==> src/rtl/piso_serializer_if.sv <==
// Parallel-in handshake plus serial-out status bundle for piso_serializer.
// The producer drives din/din_valid (master); the serializer drives the rest (slave).
interface piso_serializer_if #(
  parameter int WIDTH = 8
);
  logic [WIDTH-1:0] din;
  logic             din_valid;
  logic             din_ready;
  logic             x;
  logic             x_valid;
  logic             busy;
  logic             word_done;
  logic [7:0]       words_sent;

  modport master (
    output din, din_valid,
    input  din_ready, x, x_valid, busy, word_done, words_sent
  );

  modport slave (
    input  din, din_valid,
    output din_ready, x, x_valid, busy, word_done, words_sent
  );
endinterface

==> src/rtl/piso_serializer.sv <==
// Parallel-in serial-out shifter feeding a bit-serial sequence detector.
// Three-state FSM (IDLE/SHIFT/GAP) with optional idle gap after every word.
module piso_serializer #(
  parameter int WIDTH     = 8,
  parameter int GAP       = 0,
  parameter bit IDLE_BIT  = 1'b1,
  parameter bit LSB_FIRST = 1'b0
) (
  input  logic            clk,
  input  logic            rst,
  piso_serializer_if.slave bus
);
  localparam int CW = (WIDTH > 2) ? $clog2(WIDTH) : 1;

  typedef enum logic [1:0] {ST_IDLE, ST_SHIFT, ST_GAP} state_t;

  state_t           state_reg, state_next;
  logic [WIDTH-1:0] shift_reg, shift_next;
  logic [CW-1:0]    bit_reg, bit_next;
  logic [3:0]       gap_reg, gap_next;
  logic             done_reg, done_next;
  logic [7:0]       sent_reg;

  logic [WIDTH-1:0] load_word;
  logic             last_bit;
  logic             accept;

  // The shifter always emits its MSB, so LSB-first words are loaded bit-reversed.
  generate
    for (genvar gi = 0; gi < WIDTH; gi++) begin : g_load
      assign load_word[gi] = LSB_FIRST ? bus.din[WIDTH-1-gi] : bus.din[gi];
    end
  endgenerate

  assign last_bit      = (state_reg == ST_SHIFT) && (bit_reg == '0);
  assign bus.din_ready = (state_reg == ST_IDLE) || (last_bit && (GAP == 0));
  assign accept        = bus.din_valid && bus.din_ready;

  always_comb begin
    state_next = state_reg;
    shift_next = shift_reg;
    bit_next   = bit_reg;
    gap_next   = gap_reg;
    done_next  = 1'b0;
    case (state_reg)
      ST_IDLE: begin
        if (accept) begin
          state_next = ST_SHIFT;
          shift_next = load_word;
          bit_next   = CW'(WIDTH - 1);
        end
      end
      ST_SHIFT: begin
        if (bit_reg != '0) begin
          shift_next = {shift_reg[WIDTH-2:0], 1'b0};
          bit_next   = bit_reg - 1'b1;
        end else begin
          done_next = 1'b1;
          if (GAP > 0) begin
            state_next = ST_GAP;
            gap_next   = 4'(GAP - 1);
          end else if (accept) begin
            // Zero-gap streaming: reload in place so x_valid never drops.
            shift_next = load_word;
            bit_next   = CW'(WIDTH - 1);
          end else begin
            state_next = ST_IDLE;
          end
        end
      end
      ST_GAP: begin
        if (gap_reg == '0) begin
          state_next = ST_IDLE;
        end else begin
          gap_next = gap_reg - 1'b1;
        end
      end
      default: state_next = ST_IDLE;
    endcase
  end

  always_ff @(posedge clk) begin
    if (rst) begin
      state_reg <= ST_IDLE;
      shift_reg <= '0;
      bit_reg   <= '0;
      gap_reg   <= '0;
      done_reg  <= 1'b0;
      sent_reg  <= '0;
    end else begin
      state_reg <= state_next;
      shift_reg <= shift_next;
      bit_reg   <= bit_next;
      gap_reg   <= gap_next;
      done_reg  <= done_next;
      sent_reg  <= sent_reg + 8'(done_next);
    end
  end

  assign bus.x          = (state_reg == ST_SHIFT) ? shift_reg[WIDTH-1] : IDLE_BIT;
  assign bus.x_valid    = (state_reg == ST_SHIFT);
  assign bus.busy       = (state_reg != ST_IDLE);
  assign bus.word_done  = done_reg;
  assign bus.words_sent = sent_reg;
endmodule

==> src/flat_wrapper.sv <==
// flat-port wrapper written by rule: the top's interface ports become plain ports
module piso_serializer_flat 
#(
  parameter int WIDTH     = 8,
  parameter int GAP       = 0,
  parameter bit IDLE_BIT  = 1'b1,
  parameter bit LSB_FIRST = 1'b0
)
  (clk, rst, bus_din, bus_din_valid, bus_din_ready, bus_x, bus_x_valid, bus_busy, bus_word_done, bus_words_sent);
  piso_serializer_if #(.WIDTH(WIDTH)) bus_i ();
  input  logic clk;
  input  logic rst;
  input wire logic [$bits(bus_i.din)-1:0] bus_din;
  input wire logic [$bits(bus_i.din_valid)-1:0] bus_din_valid;
  output wire logic [$bits(bus_i.din_ready)-1:0] bus_din_ready;
  output wire logic [$bits(bus_i.x)-1:0] bus_x;
  output wire logic [$bits(bus_i.x_valid)-1:0] bus_x_valid;
  output wire logic [$bits(bus_i.busy)-1:0] bus_busy;
  output wire logic [$bits(bus_i.word_done)-1:0] bus_word_done;
  output wire logic [$bits(bus_i.words_sent)-1:0] bus_words_sent;
  assign bus_i.din = bus_din;
  assign bus_i.din_valid = bus_din_valid;
  assign bus_din_ready = bus_i.din_ready;
  assign bus_x = bus_i.x;
  assign bus_x_valid = bus_i.x_valid;
  assign bus_busy = bus_i.busy;
  assign bus_word_done = bus_i.word_done;
  assign bus_words_sent = bus_i.words_sent;
  piso_serializer #(.WIDTH(WIDTH), .GAP(GAP), .IDLE_BIT(IDLE_BIT), .LSB_FIRST(LSB_FIRST)) u_core (.clk(clk), .rst(rst), .bus(bus_i));
endmodule
==> config.mk <==
export PLATFORM = sky130hd
export DESIGN_NAME = piso_serializer_flat
export DESIGN_NICKNAME = d
export VERILOG_FILES = /design/src/rtl/piso_serializer_if.sv /design/src/rtl/piso_serializer.sv /design/src/flat_wrapper.sv
export SDC_FILE = /design/constraint.sdc
export NUM_CORES = 1
export LEC_CHECK = 0
export CORE_ASPECT_RATIO = 0.9
export CORE_MARGIN = 5
export CORE_UTILIZATION = 30
export DETAILED_ROUTE_END_ITERATION = 6
export PLACE_DENSITY = 0.53
export SYNTH_ARGS = -nofsm -noshare
export SYNTH_HDL_FRONTEND = slang
export SYNTH_SLANG_ARGS = --single-unit
==> constraint.sdc <==
create_clock -name clk -period 2 [get_ports clk]
set_input_delay 0.5 -clock clk [delete_from_list [all_inputs] [get_ports clk]]
set_output_delay 0.5 -clock clk [all_outputs]
set_load 0.02 [all_outputs]
Word level (Yosys, flattened, before mapping)
Index checks and enable logic that the tools add are counted.

Register bits after elaboration: 26. Input port bits: 11. Output and inout port bits: 13.

Add/sub/neg operators: 3. Equality and inequality tests: 6. Muxes and demuxes: 14. Bitwise logic cells: 1. Reduce and logical (&&, ||, !) cells: 11.

Operators by type and width (count): 2-to-1 mux 8 bit (2); case mux 8 bit (2 select lines) (1); adder 8 x 1 -> 8 bit (1); 2-to-1 mux 2 bit (4); 2-to-1 mux 3 bit (2); case mux 2 bit (3 select lines) (1); case mux 3 bit (2 select lines) (1); logical NOT 4 bit (1); != test 2 x 1 -> 1 bit (second input constant) (2); != test 2 bit (second input constant) (2); AND reduction 4 bit (1); nonzero test 2 bit (2); subtractor 4 x 1 -> 4 bit (second input constant) (1); logical NOT 3 bit (1); 2-to-1 mux 1 bit (3); nonzero test 3 bit (1); subtractor 3 x 1 -> 3 bit (second input constant) (1); equality test 2 x 1 -> 1 bit (second input constant) (1); equality test 2 bit (second input constant) (1); logical AND 1 bit (2); logical NOT 2 bit (1); AND reduction 2 bit (1); logical OR 1 bit (1); inverter 1 bit (1).

Longest topological paths before layout
Word-level depth: 7. Gate-level depth with buffers: 9. Depth with buffers taken out: 9.

Worst setup path after synthesis
Ideal clock, no wire load.

Path kind: reg-to-reg. From: reg u_core.state_reg[0]. To: reg u_core.sent_reg[6] (netlist: u_core.bus.words_sent[6]). Library setup time: 0.121 ns. Data arrival time: 1.682 ns. Required time: 1.879 ns. Path slack: 0.198 ns. Stages on the path, launching flop included: 8. Cells stage by stage: dfxtp_1 > inv_1 > buf_2 > nor2_1 > ha_1 > ha_1 > nand3_1 > mux2_2.

Word-level cells in the longest chain between the ends: 3.

RTL lines: from (decl) (line piso_serializer.sv:17) `state_t state_reg, state_next;`; from (signal assigned) (line piso_serializer.sv:91) `state_reg <= state_next;`; equality test 2 x 1 -> 1 bit (line piso_serializer.sv:45) `case (state_reg)`; 2-to-1 mux 1 bit (line piso_serializer.sv:45); via u_core.done_next (line piso_serializer.sv:21) `logic done_reg, done_next;`; adder 8 x 1 -> 8 bit (line piso_serializer.sv:96) `sent_reg <= sent_reg + 8'(done_next);`; to (signal assigned) (line piso_serializer.sv:96); to (decl) (line piso_serializer.sv:22) `logic [7:0] sent_reg;`.

The timed path passes the listed nets, and every way through them passes these cells. A chain may end at the register's enable or synchronous reset.

Worst setup path after layout
From: reg u_core.state_reg[0]. To: out bus_busy.

Word-level cells in the longest chain between the ends: 1.

RTL lines: nonzero test 2 bit (line piso_serializer.sv:102) `assign bus.busy = (state_reg != ST_IDLE);`; to (decl) (line flat_wrapper.sv:18) `output wire logic [$bits(bus_i.busy)-1:0] bus_busy;`.

No other way between the ends.

==> results.json <==
{
  "status": "completed",
  "dpl_worst_slack_ns": -0.00256,
  "dp_hpwl_mm": 1.62,
  "maxSlewHeadroom_pct": 80.4,
  "die_h_um": 63.6,
  "dieArea_um2": 4420,
  "grt_first_pass_wirelength_mm": 3.67,
  "stdcell_count": 174,
  "tritoncts": "built",
  "ir_drop_mv": 0.446,
  "viasPerCell": 4.67,
  "place_inst": 170,
  "gr-total-overflow": 0,
  "netlist_area_um2": 956,
  "synth_nets": 116,
  "cts.sink_count": 21,
  "cp.arrival_ns": 1.39,
  "p_leak_uw": 0.000528,
  "synthCells": 101,
  "ys_types": 27,
  "routedWlPerCell_um": 11.7,
  "clock_skew_ns": 0.00494,
  "ctsHtreeMaxLevel": 1,
  "synth.area.top_cells": "dfxtp_1, a211oi_1, mux2i_1",
  "antenna_found_initial": 0,
  "clk_pin_slew_ns": 0.11,
  "critPathKind": "flop to primary output",
  "hold_violations": 0,
  "netlist.area_leader.share_pct": 44.0,
  "rsz0062_at_grt": "no",
  "antenna_left": 0,
  "wl_mm": 2.04,
  "cts-buffers-inserted": 3,
  "vias": 813,
  "worst_setup_path_start_kind": "flop",
  "cts_setup_buffers": 0,
  "fmaxAchievable_mhz": 529,
  "reg2reg_slack_ns": 0.14,
  "portBuffers": 23,
  "clockRootBuffer": "clkbuf_4",
  "gp_congestion": 0.747,
  "die-width_um": 69.5,
  "grt_max_degree": 18,
  "drc": 0,
  "start_util_pct": 31.2,
  "syn2layout_area_growth_pct": 38.0,
  "setup-violations-final": 0,
  "timing.final.crit_share_pct": 94.5,
  "nNetsFinal": 148,
  "grt_usage_pct": 9.87,
  "ios": 24,
  "synth_largest_area_cell": "dfxtp_1",
  "drtIter0Drc": 27,
  "fin_crit_ns": 1.89,
  "grt_pass1_vias": 858,
  "yosysSeqAreaShare_pct": 44.0,
  "pwr_density_cell_nw_per_um2": 647,
  "insertion_delay_ns": 0.29,
  "endpoint_kind": "primary output",
  "crit_fanout": 6,
  "nFillCells": 313,
  "hold_path_class": "flop to flop",
  "synth_area_per_cell_um2": 9.46,
  "worst_slew_pin_slew_ns": 0.293,
  "slew_viol_final": 0,
  "yosys_warnings": 0,
  "maxCapViolations": 0,
  "drt_first_pass_iters": 4,
  "core-area_um2": 3070,
  "diodes": 0,
  "critPathRequiredTime_ns": 1.50,
  "cts.path.max_buffers": 2,
  "drive_gt1_share_pct": 15.9,
  "synth_seq_cells": 21,
  "layout_setup_ws_ns": 0.110,
  "rows": 19
}
-- final timing paths --
path                            startpoint                        to  depth (start not counted)
setup / recovery       u_core.state_reg[0]                  bus_busy                          2
hold / removal    u_core.bus.words_sent[7]  u_core.bus.words_sent[7]                          2
setup reg to reg         u_core.bit_reg[1]  u_core.bus.words_sent[6]                          9
hold reg to reg   u_core.bus.words_sent[7]  u_core.bus.words_sent[7]                          2
-- cells in the mapped netlist --
master and instances:
nand2_1 1, or3_1 2, a211oi_1 11, and3_2 1
nand4_1 1, mux2_2 1, nand3_1 4, inv_1 4
nor2b_1 4, a21oi_1 4, ha_1 4, buf_6 1
and2_1 1, buf_2 2, nor3_1 11, buf_4 2
inv_2 1, mux2i_1 8, dfxtp_1 21, a31o_2 1
xor2_1 2, nor2_4 1, xnor2_1 1, nor2_1 7
clkbuf_1 1, nand2b_1 3, o21ai_0 1
-- placed cells by master (no fill, tap or decap) --
master / instances
nand2_1: 1
nand3_1: 4
inv_2: 1
buf_4: 9
nor2b_4: 1
nor2_4: 1
clkbuf_4: 3
a21oi_1: 4
buf_2: 1
nand4_1: 1
nor2b_1: 3
and2_1: 1
nand2b_1: 3
clkbuf_1: 1
buf_12: 1
mux2_2: 1
and3_2: 1
xnor2_1: 1
mux2i_1: 8
dlymetal6s2s_1: 1
ha_1: 4
clkdlybuf4s50_1: 21
dfxtp_1: 20
nor3_1: 11
inv_1: 4
o21ai_0: 1
or3_1: 2
xor2_1: 2
nor2_1: 7
a211oi_1: 11
a31o_2: 1
dfxtp_2: 1
-- critical path: stages, from the launching register on --
cell and delay [ns]:
dfxtp_1 0.35, buf_4 0.14, clkdlybuf4s50_1 0.61
-- metrics by stage --
stage / util (%) / power [µW] / area, µm² / hold WS, ns / setup TNS, ns
final: 43.0 / 854 / 1320 / 0.492 / 0
after global placement: 41.9 / 659 / 1290 / 0.473 / 0
after floorplan: - / 579 / 956 / 0.496 / 0
after global routing: 43.0 / 918 / 1320 / 0.535 / 0
after CTS: 42.9 / 872 / 1320 / 0.504 / 0
after detailed placement: 41.9 / 664 / 1290 / 0.487 / -0.00256
-- cell families (layout without fill, tap and decap cells) --
| kind of cell | count (synthesis) | count (layout) | synth area share (%) |
|---|---|---|---|
| adders and majority gates | 4 | 4 | 5.24 |
| and+or+nand+nor | 36 | 36 | 20.2 |
| DFF | 21 | 21 | 44.0 |
| xor gates and xnor gates | 3 | 3 | 2.75 |
| AOI/OAI and AO/OA | 17 | 17 | 12.2 |
| buffers and inverters | 11 | 42 | 6.15 |
| muxes | 9 | 9 | 9.56 |
-- cell type report --
type	instances	area [µm²]	share of cell area, %
Tap cell	42	52.6	3.98
Inverter	5	18.8	1.42
Timing Repair Buffer	33	315	23.9
Multi-Input combinational cell	69	484	36.7
Clock buffer	4	26.3	1.99
Sequential cell	21	422	32.0
-- layer usage --
layer	up-vias	wire length, µm	global-route usage [%]
met5	-	0	0
met4	0	0	0
met3	0	114	3.66
met2	24	967	18.6
met1	371	962	11.2
li1	418	-	-
-- repair_timing --
item / CTS / global route
setup endpoints to repair: 1 / 3
hold buffers: 0 / 0
gates resized for setup: 4 / 4
cloned: 0 / 0
-- power by group --
part	total (µW)	switching (µW)	internal (µW)
clock	199	122	77.5
sequential	462	15.8	446
combinational	192	91.4	101
total	854	229	624
Power figures use the tool's default switching activity.
